===== config.mk =====
export PLATFORM = sky130hd
export DESIGN_NAME = muldiv_issue
export DESIGN_NICKNAME = d
export VERILOG_FILES = /design/src/rtl/muldiv_issue.sv
export SDC_FILE = /design/constraint.sdc
export NUM_CORES = 1
export LEC_CHECK = 0
export ABC_AREA = 1
export BUFFER_PORTS_ARGS = -buffer_cell sky130_fd_sc_hd__buf_2
export CAP_MARGIN = 20
export CORE_MARGIN = 2
export CORE_UTILIZATION = 49
export DETAILED_ROUTE_END_ITERATION = 8
export GPL_ROUTABILITY_DRIVEN = 0
export PLACE_DENSITY_LB_ADDON = 0.12
export SYNTH_ARGS = -nofsm -noshare
export SYNTH_HDL_FRONTEND = slang
export SYNTH_SLANG_ARGS = --single-unit

===== constraint.sdc =====
create_clock -name clk -period 2.4 [get_ports clk]
set_clock_uncertainty 0.05 [all_clocks]
set_input_delay 0.36 -clock clk [delete_from_list [all_inputs] [get_ports clk]]
set_output_delay 0.36 -clock clk [all_outputs]
set_load 0.05 [all_outputs]

===== src/rtl/muldiv_issue.sv =====
// muldiv_issue: issue/interlock controller between the execute stage and a
// multi-cycle multiply/divide engine that owns the HI/LO registers.
//
// State | Meaning
// ------+-------------------------------------------------------------
// IDLE  | ready for a new HI/LO-class op (op_ready = 1)
// RUN   | engine busy, md_Start held high, watchdog counting
// DRAIN | one cycle with md_Start low so the engine counter clears
// READ  | MFHI/MFLO in flight, md_Cout captured into res_data on exit
//
// Ports:
//   clk, reset                  clock, synchronous active-low reset
//   op_valid, op_code           instruction from execute
//                               (0 MULT, 1 MULTU, 2 DIV, 3 DIVU,
//                                4 MFHI, 5 MFLO, 6 MTHI, 7 MTLO)
//   rs_val, rt_val              source operands
//   op_ready, stall             handshake / pipeline freeze
//   res_valid, res_data         MFHI/MFLO result (one-cycle pulse, held data)
//   div0                        pulse on accepting a divide by zero
//   err                         sticky watchdog timeout flag
//   md_a, md_b                  registered engine operands
//   md_Start, md_MorD, md_sign,
//   md_MulSelHL, md_MulWrite    registered engine controls
//   md_Cout, md_ready           engine result and completion

module muldiv_issue (
    input  logic        clk,
    input  logic        reset,
    input  logic        op_valid,
    input  logic [2:0]  op_code,
    input  logic [31:0] rs_val,
    input  logic [31:0] rt_val,
    output logic        op_ready,
    output logic        stall,
    output logic        res_valid,
    output logic [31:0] res_data,
    output logic        div0,
    output logic        err,
    output logic [31:0] md_a,
    output logic [31:0] md_b,
    output logic        md_Start,
    output logic        md_MorD,
    output logic        md_sign,
    output logic        md_MulSelHL,
    output logic        md_MulWrite,
    input  logic [31:0] md_Cout,
    input  logic        md_ready
);

    typedef enum logic [1:0] {
        IDLE  = 2'd0,
        RUN   = 2'd1,
        DRAIN = 2'd2,
        READ  = 2'd3
    } state_t;

    // Timeout fires on the edge that ends the 48th RUN cycle.
    localparam logic [5:0] WD_LAST = 6'd47;

    state_t      state, state_nxt;
    logic [5:0]  wd_cnt, wd_cnt_nxt;

    logic [31:0] md_a_nxt, md_b_nxt, res_data_nxt;
    logic        start_nxt, mord_nxt, sign_nxt, selhl_nxt, mulwrite_nxt;
    logic        res_valid_nxt, div0_nxt, err_nxt;

    assign op_ready = (state == IDLE);
    assign stall    = op_valid & ~op_ready;

    always_ff @(posedge clk) begin
        if (!reset) begin
            state       <= IDLE;
            wd_cnt      <= '0;
            md_a        <= '0;
            md_b        <= '0;
            md_Start    <= 1'b0;
            md_MorD     <= 1'b0;
            md_sign     <= 1'b0;
            md_MulSelHL <= 1'b0;
            md_MulWrite <= 1'b0;
            res_valid   <= 1'b0;
            res_data    <= '0;
            div0        <= 1'b0;
            err         <= 1'b0;
        end else begin
            state       <= state_nxt;
            wd_cnt      <= wd_cnt_nxt;
            md_a        <= md_a_nxt;
            md_b        <= md_b_nxt;
            md_Start    <= start_nxt;
            md_MorD     <= mord_nxt;
            md_sign     <= sign_nxt;
            md_MulSelHL <= selhl_nxt;
            md_MulWrite <= mulwrite_nxt;
            res_valid   <= res_valid_nxt;
            res_data    <= res_data_nxt;
            div0        <= div0_nxt;
            err         <= err_nxt;
        end
    end

    always_comb begin
        state_nxt     = state;
        wd_cnt_nxt    = wd_cnt;
        md_a_nxt      = md_a;
        md_b_nxt      = md_b;
        start_nxt     = md_Start;
        mord_nxt      = md_MorD;
        sign_nxt      = md_sign;
        selhl_nxt     = md_MulSelHL;
        mulwrite_nxt  = 1'b0;
        res_valid_nxt = 1'b0;
        res_data_nxt  = res_data;
        div0_nxt      = 1'b0;
        err_nxt       = err;

        case (state)
            IDLE: begin
                if (op_valid) begin
                    case (op_code)
                        3'd0, 3'd1, 3'd2, 3'd3: begin
                            md_a_nxt   = rs_val;
                            md_b_nxt   = rt_val;
                            mord_nxt   = op_code[1];
                            sign_nxt   = ~op_code[0];
                            start_nxt  = 1'b1;
                            wd_cnt_nxt = '0;
                            div0_nxt   = op_code[1] & (rt_val == 32'd0);
                            state_nxt  = RUN;
                        end
                        3'd4, 3'd5: begin
                            // MFHI selects HI (1), MFLO selects LO (0)
                            selhl_nxt = ~op_code[0];
                            state_nxt = READ;
                        end
                        default: begin
                            // MTHI/MTLO: single write strobe, stay in IDLE
                            md_a_nxt     = rs_val;
                            selhl_nxt    = ~op_code[0];
                            mulwrite_nxt = 1'b1;
                        end
                    endcase
                end
            end
            RUN: begin
                if (md_Start && md_ready) begin
                    start_nxt = 1'b0;
                    state_nxt = DRAIN;
                end else if (wd_cnt == WD_LAST) begin
                    start_nxt = 1'b0;
                    err_nxt   = 1'b1;
                    state_nxt = DRAIN;
                end else begin
                    wd_cnt_nxt = wd_cnt + 6'd1;
                end
            end
            DRAIN: begin
                state_nxt = IDLE;
            end
            READ: begin
                res_data_nxt  = md_Cout;
                res_valid_nxt = 1'b1;
                state_nxt     = IDLE;
            end
            default: begin
                state_nxt = IDLE;
            end
        endcase
    end

endmodule


; After elaboration in Yosys (flattened, before gate mapping)
; Index checks and enable logic that the tools add are counted.
[classes]
addsub = 1
n_eq_ne = 15
mux = 17
bitwise_logic = 7
reduce_logical = 18
[ops]
columns = op, count
row1 = $logic_not A32 Y1, 1
row2 = $mux W6, 4
row3 = $reduce_and A3 Y1, 6
row4 = $pmux W6 S2, 1
row5 = $reduce_and A4 Y1, 2
row6 = $add A6 B1 Y6 const B, 1
row7 = $eq A3 B2 Y1 const B, 2
row8 = $eq A3 B3 Y1 const B, 2
row9 = $eq A6 B6 Y1 const B, 1
row10 = $mux W1, 6
row11 = $mux W2, 3
row12 = $ne A2 B2 Y1 const B, 3
row13 = $pmux W2 S3, 1
row14 = $reduce_or A6 Y1, 1
row15 = $not A1 Y1, 5
row16 = $reduce_and A5 Y1, 1
row17 = $eq A2 B2 Y1 const B, 2
row18 = $pmux W2 S2, 1
row19 = $reduce_or A2 Y1, 2
row20 = $reduce_or A4 Y1, 1
row21 = $eq A3 B1 Y1 const B, 1
row22 = $logic_not A3 Y1, 1
row23 = $ne A3 B1 Y1 const B, 1
row24 = $ne A3 B3 Y1 const B, 1
row25 = 7 further kinds, 8
[word_totals]
reg_bits = 112
in_bits = 103

; Logic depth before layout (Yosys ltp)
; Gate-level depths: netlist (run 1).
[depth]
word_depth = 5
depth_mapped = 10
mapped_depth_nobuf = 10

; Worst setup path before layout (run 1)
; Ideal clock, no wire load.
[synth_timing]
kind = reg-to-output
from = register state[0]
to = output port stall
t_arrival_ns = 1.311
setup_slack_ns = 0.679
path_stages_with_launch = 5
path_buffers = 0
path_cell_list = dfxtp_1 > inv_2 > nand2_2 > clkinv_4 > nor2_1
[synth_via]
elab_chain_cells = 3
[synth_rtl]
columns = item, line
row1 = from (decl), 60  ; state_t state, state_nxt;
row2 = from (signal assigned), 86  ; state <= state_nxt;
row3 = $logic_not A2 Y1, 67  ; assign op_ready = (state == IDLE);
row4 = net op_ready, 33  ; output logic op_ready,
row5 = $not A1 Y1, 68  ; assign stall = op_valid & ~op_ready;
row6 = $and A1 B1 Y1, 68
row7 = to (decl), 34  ; output logic stall,
; The timed path passes the listed nets, and every way through them passes these cells.

; Worst setup path after layout (run 1)
[layout_timing]
from = register state[1]
to = output port stall
[layout_via]
elab_chain_cells = 3
[layout_rtl]
columns = item, line
row1 = $logic_not A2 Y1, 67
row2 = $not A1 Y1, 68
row3 = $and A1 B1 Y1, 68
; No other way between the ends.

==> key figures, run 1 <==
Critical path
  – Crit path kind: reg -> out
  – Worst r2r dst: md_a[2]
  – Critical path peak fanout: 8
  – Slowest-stage cell, CP: dfxtp_1
  – Worst reg2reg path depth: 7
  – Critical path, cell by cell: inv_2 > nand2_2 > clkinv_4 > nor2_1 > buf_2
  – CP bufs+invs: 3
  – CP peak stage delay: 0.37 ns
  – CP arrival: 1.31 ns
  – Worst reg2reg startpoint: state[1]
  – Reg2Reg Setup Slack: 0.78 ns
  – Worst Path Required: 1.99 ns
  – Crit path launch type: flip-flop
  – Setup crit end kind: primary output
  – Largest delay contributor family on the critical path: buffers and inverters

Drt
  – Via Count: 4232
  – ANT nets after route: 0
  – DRC errors left: 0
  – Iteration-0 DRC Markers: 99
  – Final wirelength: 10.90 mm
  – Routed length per instance: 12.65 um
  – Drt pass-1 iters: 4
  – Post-DR vias/cell: 4.915

Worst hold path
  – Hold path start: op_code[0]
  – WHS Endpoint: md_sign
  – Hold depth: 2
  – Hold Path Class: in -> reg

Clock tree
  – Clock transition at path regs: 0.10 ns
  – Post-CTS Setup Inserts: 0
  – Clock sinks: 112
  – Max Root-Sink Buffers: 2
  – CTS root buffer: clkbuf_8
  – Hold buffer count at cts: 0
  – Cts repair resizes: 0
  – CTS tree: yes
  – CTS buffer count: 9
  – Htree depth: 3
  – Clk Latency, worst-skew pair: 0.36 ns

STA
  – RSZ-0062 raised after global routing: false
  – Period utilization: 0.7169
  – F_max: 581.2 MHz
  – Hold Vio Cnt, Final: 0
  – Slew @ Worst Pin: 0.5762 ns
  – Worst Hold Slack: 0.1326 ns
  – Setup ws final: 0.6795 ns
  – Final-report max-slew violation count: 0
  – Post-layout minimum cycle time: 1.720 ns
  – Relative slew slack: 0.6158
  – Final TNS setup: 0 ns
  – # setup viols final: 0

Synthesis
  – Warnings, synthesis: 0
  – Gate Count Post-Synth: 552
  – Sequential area share after synthesis: 0.5251
  – Top cell type's share of synthesized area: 0.5251
  – Synth area leaders: dfxtp_1 (53%), nor2_1 (14%), o21ai_0 (6.7%)
  – FF+latch count, synth: 112
  – Largest area contributor in the netlist: dfxtp_1
  – Net Count, Synth: 656
  – Distinct cells, synth: 30
  – Synth Cell Area: 4270 um^2
  – Syn_area_per_cell: 7.736 um^2

Cells and area
  – Syn-to-layout area delta: 29.15%
  – Final net count: 852
  – Layout Cells excl Fill: 861
  – Commonest non-fill, non-tap cell in the layout: buf_2
  – Fin area: 5515 um^2
  – Antenna diode count: 0
  – Fillers: 807
  – Final Util: 0.6418
  – Most frequent cells in the layout: buf_2 (208), nor2_1 (158), dfxtp_1 (112)
  – Layout cells sized above 1: 0.3293

Outcome
  – Outcome: finished, final reports clean

Floorplanning
  – I/O Pins: 209
  – # rows: 34
  – Overall die height: 97.36 um
  – Die footprint: 9478 um^2
  – Die width: 97.36 um
  – Initial Util: 0.4969
  – Core Region: 8593 um^2

GRT
  – First-pass GRT wire length: 17.86 mm
  – GR Util All Layers: 0.2275
  – Number of global-route vias before repair: 3986
  – Initial antenna violation count: 0
  – Pin count of the biggest net entering global routing: 65
  – Grt ovf: 0

Placement
  – Final HPWL DP: 7.985 mm
  – Place WS: 0.7742 ns
  – Placed cell areas: 5318 um^2
  – DP Cell Count: 845
  – I/O Buffers: 208

Power
  – Pwr/cell area: 779.5 nW/um^2
  – Leakage Power: 2.732 nW
  – Peak VDD IR: 0.4165 mV
  – Total power: 4.299 mW

Flow run
  – # Max-Cap Violations: 0
cell families after synthesis:
| group | count (synthesis) | synth area share |
|---|---|---|
| AND/OR/NAND/NOR | 217 | 0.2130 |
| AO/OA/AOI/OAI | 142 | 0.1717 |
| flip-flops | 112 | 0.5251 |
| buffers and inverters | 80 | 0.08731 |
| adder cells (fa/ha/maj) | 1 | 0.002930 |
synthesized netlist by cell type:
master	count
nor2_1	158
dfxtp_1	112
o21ai_0	57
inv_1	45
o21ai_1	42
a21oi_1	39
nand2_1	28
clkbuf_1	12
nand3_1	11
buf_2	7
buf_6	6
inv_2	4
nand4_1	4
nor3_1	4
buf_4	3
nand2_2	3
nand2_4	3
a31oi_1	2
a21oi_2	1
buf_1	1
clkinv_4	1
ha_1	1
inv_4	1
nand3b_1	1
nor2_2	1
nor2_4	1
nor2_8	1
nor3b_1	1
o211ai_4	1
or2_2	1
metal layers:
layer,GRT usage,vias to the layer above,routed length [um]
li1,-,2153,-
met1,0.2789,1909,4658
met2,0.3862,145,5182
met3,0.05755,25,744
met4,0.08654,0,310
met5,0,-,0
layout make-up:
cell class	instances	area (um^2)	share of cell area
Tap cell	108	135.1	0.02450
Multi-Input combinational cell	360	1655	0.3001
Sequential cell	112	2242	0.4065
Clock inverter	5	46.29	0.008394
Timing Repair Buffer	214	1086	0.1969
Clock buffer	11	151.4	0.02745
Inverter	51	198.9	0.03607
registers in the layout, summed over array words and instances (netlist names), 2 cells and up:
signal    flops
md_a         32
md_b         32
res_data     32
wd_cnt        6
state         2
worst max path at each step:
stage | slack (ns) | depth (start not counted) | startpoint | endpoint
floorplan | 0.68 | 4 | state[0] | stall
global placement | 0.80 | 6 | op_code[2] | md_a[2]
detailed placement | 0.77 | 6 | op_code[2] | md_a[2]
CTS | 0.65 | 5 | state[1] | stall
global route | 0.56 | 5 | state[1] | stall
finish | 0.68 | 5 | state[1] | stall
power breakdown:
group	total, mW	switching (mW)	internal [mW]	leakage [nW]
Sequential	2.07	0.0698	2.00	0.916
Combinational	1.13	0.845	0.285	1.71
Clock	1.10	0.643	0.454	0.102
Total	4.30	1.56	2.74	2.73
Power figures use the tool's default switching activity.
==> inputs of run 2 (changes only) <==
--- a/config.mk
+++ b/config.mk
@@ -9,7 +9,7 @@
 export BUFFER_PORTS_ARGS = -buffer_cell sky130_fd_sc_hd__buf_2
 export CAP_MARGIN = 20
 export CORE_MARGIN = 2
-export CORE_UTILIZATION = 49
+export CORE_UTILIZATION = 46
 export DETAILED_ROUTE_END_ITERATION = 8
 export GPL_ROUTABILITY_DRIVEN = 0
 export PLACE_DENSITY_LB_ADDON = 0.12
==> constraint.sdc (replaced) <==
create_clock -name clk -period 1.8 [get_ports clk]
set_clock_uncertainty 0.05 [all_clocks]
set_input_delay 0.27 -clock clk [delete_from_list [all_inputs] [get_ports clk]]
set_output_delay 0.27 -clock clk [all_outputs]
set_load 0.05 [all_outputs]
==> run 2 against run 1 <==
Worst hold slack worse by 0.066 ns; die area up 6.2%; combinational power up 35%; largest power group unchanged.
==> key figures, run 2 (synthesis gave the netlist of run 1 again) <==
Drt
  – Met1 Wirelength: 4.753 mm (+2.0%)
  – DRC errors left: 0 (unchanged)
  – Via Count: 4167 (-1.5%)
  – Drt pass-1 iters: 4 (unchanged)
  – Post-DR vias/cell: 4.817 (-2.0%)
  – Final wirelength: 10.97 mm (+0.64%)
  – Met2 WL: 5.188 mm (+0.12%)
  – Top Layer Used: met4
  – Routed length per instance: 12.68 um (+0.18%)
  – ANT nets after route: 0 (unchanged)
  – Routed wl met3: 846 um (+14%)
  – Iteration-0 DRC Markers: 159 (+61%)

Floorplanning
  – Die width: 100.4 um (+3.1%)
  – Core Region: 9109 um^2 (+6.0%)
  – Initial Util: 0.4688 (-0.02812)
  – Die footprint: 10070 um^2 (+6.2%)
  – I/O Pins: 209 (unchanged)
  – # rows: 35 (+2.9%)
  – Overall die height: 100.4 um (+3.1%)

Critical path
  – Setup crit end kind: primary output
  – CP arrival: 1.35 ns (+0.04 ns)
  – Critical path, cell by cell: inv_2 > nand2_2 > clkinv_4 > nor2_1 > buf_2
  – Worst Path Required: 1.48 ns (-0.51 ns)
  – Critical path peak fanout: 8 (unchanged)
  – CP bufs+invs: 3 (unchanged)
  – Largest delay contributor family on the critical path: buffers and inverters
  – Slowest-stage cell, CP: dfxtp_1
  – Crit path launch type: flip-flop
  – CP peak stage delay: 0.39 ns (+0.02 ns)
  – Crit path kind: reg -> out

GRT
  – First-pass GRT wire length: 17.51 mm (-2.0%)
  – Number of global-route vias before repair: 3793 (-4.8%)
  – GR Util All Layers: 0.2133 (-0.01421)
  – Initial antenna violation count: 0 (unchanged)
  – Pin count of the biggest net entering global routing: 65 (unchanged)
  – Grt ovf: 0 (unchanged)

Power
  – Clock network power share: 0.256 (about the same)
  – Sw power: 2.061 mW (+32%)
  – Logic gate share of total power: 0.264 (about the same)
  – Peak VDD IR: 0.4775 mV (+15%)
  – Leakage Power: 2.734 nW (about the same)
  – Sw Ratio: 0.3575 (-0.004992)
  – Pwr/cell area: 1038 nW/um^2 (+33%)
  – Int Pwr: 3.704 mW (+35%)
  – Total power: 5.765 mW (+34%)
  – Sequential power share: 0.480 (-0.002)

STA
  – Final TNS setup: 0 ns (unchanged)
  – Final-report max-slew violation count: 0 (unchanged)
  – Post-layout minimum cycle time: 1.667 ns
  – F_max: 600.0 MHz
  – Period utilization: 0.9260
  – RSZ-0062 raised after global routing: false
  – # setup viols final: 0 (unchanged)
  – Relative slew slack: 0.7800 (+0.1642)
  – Slew @ Worst Pin: 0.3299 ns (-0.2463 ns)
  – Hold Vio Cnt, Final: 0 (unchanged)

Placement
  – Placed cell areas: 5361 um^2 (+0.82%)
  – DP Cell Count: 850 (+0.59%)
  – I/O Buffers: 208 (unchanged)
  – Final HPWL DP: 8.009 mm (+0.30%)

Cells and area
  – Most frequent cells in the layout: buf_2 (208), nor2_1 (158), dfxtp_1 (112)
  – Largest regs: md_a (32), md_b (32), res_data (32)
  – Fillers: 857 (+6.2%)
  – Syn-to-layout area delta: 30.06%
  – Commonest non-fill, non-tap cell in the layout: buf_2
  – Antenna diode count: 0 (unchanged)
  – Layout cells sized above 1: 0.3302 (+0.0008895)
  – Fin area: 5554 um^2 (+0.70%)
  – Final net count: 854 (+0.23%)
  – Layout Cells excl Fill: 865 (+0.46%)

Clock tree
  – CTS buffer count: 9 (unchanged)
  – Clock sinks: 112 (unchanged)
  – Htree depth: 3 (unchanged)
  – Post-CTS Setup Inserts: 0 (unchanged)
  – Clk Latency, worst-skew pair: 0.35 ns (about the same)
  – Cts repair resizes: 0 (unchanged)
  – CTS tree: yes
  – CTS root buffer: clkbuf_8
  – Clock transition at path regs: 0.10 ns (about the same)
  – Max Root-Sink Buffers: 2 (unchanged)
  – Hold buffer count at cts: 0 (unchanged)

Flow run
  – # Max-Cap Violations: 0 (unchanged)

Worst hold path
  – Hold Path Class: in -> reg

Outcome
  – Outcome: finished, final reports clean
==> run 2: changes by cell type in the layout (fill, tap and decap cells not counted), sizes merged <==
| cell | delta |
|---|---|
| inv | -2 |
| clkinvlp | +4 |
| clkinv | -2 |
| clkbuf | -2 |
| bufinv | +1 |
| buf | +2 |
==> run 2: through the flow <==
stage / setup WS [ns] / hold WS [ns] / util
after CTS: 0.09010 / 0.04956 / 0.6098
after global routing: 0.0008626 / 0.05697 / 0.6098
after global placement: 0.3433 / 0.3780 / 0.5886
after detailed placement: 0.3008 / 0.3816 / 0.5886
final: 0.1333 / 0.06705 / 0.6098
after floorplan: 0.1686 / 0.3102 / -
==> run 2: power groups by stage <==
stage / Clock, mW / Sequential (mW) / Combinational, mW
2_1_floorplan: 0 / 3.42 / 0.528
3_3_place_gp: 0 / 2.81 / 1.51
3_5_place_dp: 0 / 2.82 / 1.53
4_1_cts: 1.53 / 2.77 / 1.53
5_1_grt: 1.62 / 2.79 / 1.65
6_report: 1.48 / 2.76 / 1.52
==> run 2: cell type report <==
class                   count  area, um^2  share of cell area
clock buffers               9       123.9             0.02230
inverters                  51       198.9             0.03582
flip-flops and latches    112        2242              0.4037
clock inverters             6       68.82             0.01239
repair buffers            216        1126              0.2027
multi-input cells         360        1655              0.2980
well taps                 111       138.9             0.02501
==> run 2: path summary, 6_finish.rpt <==
kind,end,start,slack [ns],cells past startpoint
worst max register to register,md_b[28],state[0],0.31,8
worst min-delay path,md_sign,op_code[0],0.07,2
worst min register to register,md_a[29],md_a[29],0.40,2
worst max-delay path,stall,state[0],0.13,5
==> run 2: layer usage <==
metal  track usage  up-vias
met5             0        -
met4       0.07903        0
met3       0.04596       18
met2        0.3578      152
met1        0.2699     1844
li1              -     2153
==> run 2: worst register-to-register path, delay by kind of cell (launching register included) <==
family | cells | cell delay, ns
AND/OR/NAND/NOR | 4 | 0.53
buffers and inverters | 3 | 0.42
flip-flops | 1 | 0.35
AO/OA/AOI/OAI | 1 | 0.10
==> inputs of run 3 (changes only) <==
--- a/config.mk
+++ b/config.mk
@@ -9,10 +9,11 @@
 export BUFFER_PORTS_ARGS = -buffer_cell sky130_fd_sc_hd__buf_2
 export CAP_MARGIN = 20
 export CORE_MARGIN = 2
-export CORE_UTILIZATION = 46
+export CORE_UTILIZATION = 45
 export DETAILED_ROUTE_END_ITERATION = 8
 export GPL_ROUTABILITY_DRIVEN = 0
 export PLACE_DENSITY_LB_ADDON = 0.12
+export REMOVE_ABC_BUFFERS = 1
 export SYNTH_ARGS = -nofsm -noshare
 export SYNTH_HDL_FRONTEND = slang
 export SYNTH_SLANG_ARGS = --single-unit
==> run 3 against run 2 <==
Worst hold slack gained 0.0041 ns; sequential power is essentially flat; die area grew 2.1%; critical path depth unchanged; highest routed layer unchanged; cell area increased by 0.23%; count of clock-buffer cells in the layout is 1 higher; clock power shrank 9%; utilization down 0.73 points; power shrank 2.1%; non-clock buffer count stayed put.
==> key figures, run 3 (synthesis gave the netlist of run 1 again) <==
GRT
  – Grt ovf: 0 (unchanged)
  – GR Util All Layers: 0.2034 (-0.009949)
  – Number of global-route vias before repair: 3681 (-3.0%)
  – Initial antenna violation count: 0 (unchanged)
  – Pin count of the biggest net entering global routing: 50 (-23%)
  – First-pass GRT wire length: 16.84 mm (-3.8%)

Cells and area
  – Syn-to-layout area delta: 30.35%
  – Register area: 2242 um^2 (unchanged)
  – Fillers: 890 (+3.9%)
  – Multi-input gate area: 1655 um^2 (unchanged)
  – Layout Cells excl Fill: 883 (+2.1%)
  – Final Util: 0.6024 (-0.007316)
  – Antenna diode count: 0 (unchanged)
  – Final net count: 854 (unchanged)
  – Largest regs: md_a (32), md_b (32), res_data (32)
  – Most frequent cells in the layout: buf_2 (207), nor2_1 (158), dfxtp_1 (112)
  – Layout cells sized above 1: 0.3289 (-0.001326)
  – Fin area: 5567 um^2 (+0.23%)
  – Commonest non-fill, non-tap cell in the layout: buf_2

Clock tree
  – CTS root buffer: clkbuf_8
  – Clk Latency, worst-skew pair: 0.36 ns (about the same)
  – CTS buffer count: 9 (unchanged)
  – Clock transition at path regs: 0.11 ns (about the same)
  – Clock sinks: 112 (unchanged)
  – Hold buffer count at cts: 0 (unchanged)
  – Post-CTS Setup Inserts: 0 (unchanged)
  – Max Root-Sink Buffers: 2 (unchanged)
  – CTS tree: yes
  – Htree depth: 3 (unchanged)

Critical path
  – Critical path peak fanout: 8 (unchanged)
  – Crit path kind: reg -> out
  – Worst Path Required: 1.48 ns (about the same)
  – Crit path launch type: flip-flop
  – Setup crit end kind: primary output
  – CP arrival: 1.41 ns (+0.06 ns)

Floorplanning
  – Die footprint: 10290 um^2 (+2.1%)
  – Overall die height: 101.4 um (+1.1%)
  – Core Region: 9240 um^2 (+1.4%)
  – Initial Util: 0.4622 (-0.006666)
  – Die width: 101.4 um (+1.1%)
  – I/O Pins: 209 (unchanged)
  – # rows: 35 (unchanged)

Power
  – Peak VDD IR: 0.5006 mV (+4.8%)
  – Leakage Power: 2.742 nW (+0.31%)
  – Pwr/cell area: 1014 nW/um^2 (-2.3%)

Placement
  – DP Cell Count: 868 (+2.1%)
  – I/O Buffers: 208 (unchanged)
  – Place WS: 0.1873 ns (-0.1135 ns)
  – Final HPWL DP: 7.965 mm (-0.54%)
  – Placed cell areas: 5396 um^2 (+0.65%)

STA
  – Hold Vio Cnt, Final: 0 (unchanged)
  – F_max: 576.8 MHz (-3.9%)
  – Relative slew slack: 0.5225 (-0.2575)
  – Setup ws final: 0.06621 ns (-0.06707 ns)
  – Final-report max-slew violation count: 0 (unchanged)
  – RSZ-0062 raised after global routing: false
  – Period utilization: 0.9632 (+0.03726)
  – Slew @ Worst Pin: 0.7128 ns (+0.3829 ns)
  – # setup viols final: 0 (unchanged)
  – Post-layout minimum cycle time: 1.734 ns (+0.06707 ns)
  – Final TNS setup: 0 ns (unchanged)

Drt
  – ANT nets after route: 0 (unchanged)
  – Via Count: 4134 (-0.79%)
  – Routed length per instance: 12.31 um (-2.9%)
  – Final wirelength: 10.87 mm (-0.84%)
  – Iteration-0 DRC Markers: 118 (-26%)
  – Drt pass-1 iters: 6 (+2)
  – Post-DR vias/cell: 4.682 (-2.8%)
  – DRC errors left: 0 (unchanged)

Worst hold path
  – Hold Path Class: in -> reg

Flow run
  – # Max-Cap Violations: 0 (unchanged)

Outcome
  – Outcome: finished, final reports clean
[run 3: critical path: stages (launching register included)]
cell and delay (ns):
dfxtp_1 0.39, inv_2 0.06, nand2_2 0.09, clkinv_4 0.10, nor2_1 0.15, clkbuf_4 0.26
[run 3: power by group]
group          internal [mW]  switching (mW)
registers               2.67          0.0973
clock network          0.511           0.832
logic                  0.402            1.13
total                   3.58            2.06
[run 3: layout make-up]
cell class | instances | area share
clock buffers | 10 | 0.02293
clock inverters | 5 | 0.007193
inverters | 51 | 0.03574
multi-input cells | 360 | 0.2974
flip-flops and latches | 112 | 0.4028
well taps | 129 | 0.02900
repair buffers | 216 | 0.2050
[run 3: path summary, 6_finish.rpt]
path,start,slack (ns),cells past startpoint,endpoint
max,state[1],0.07,5,stall
min,op_code[0],0.07,2,md_sign
max reg2reg,state[1],0.23,8,md_b[19]
min reg2reg,md_a[16],0.40,2,md_a[16]
[run 3: what timing repair did]
action,4_1_cts,5_1_grt
endpoints found under the hold margin,0,0
endpoints found under the setup margin,0,1
gates resized for setup,0,1
[run 3: per-layer routing]
layer,global-route usage,part of all wire,vias up
li1,-,-,2162
met1,0.2468,0.43,1834
met2,0.3495,0.47,124
met3,0.05935,0.078,14
met4,0.06133,0.015,0
met5,0,0,-
[run 3: through the flow]
step | hold slack, ns | total power, mW
after floorplan | 0.3094 | 3.883
after global placement | 0.3782 | 4.335
after detailed placement | 0.3842 | 4.359
after CTS | 0.06003 | 5.703
after global routing | 0.06826 | 5.933
final | 0.07112 | 5.645
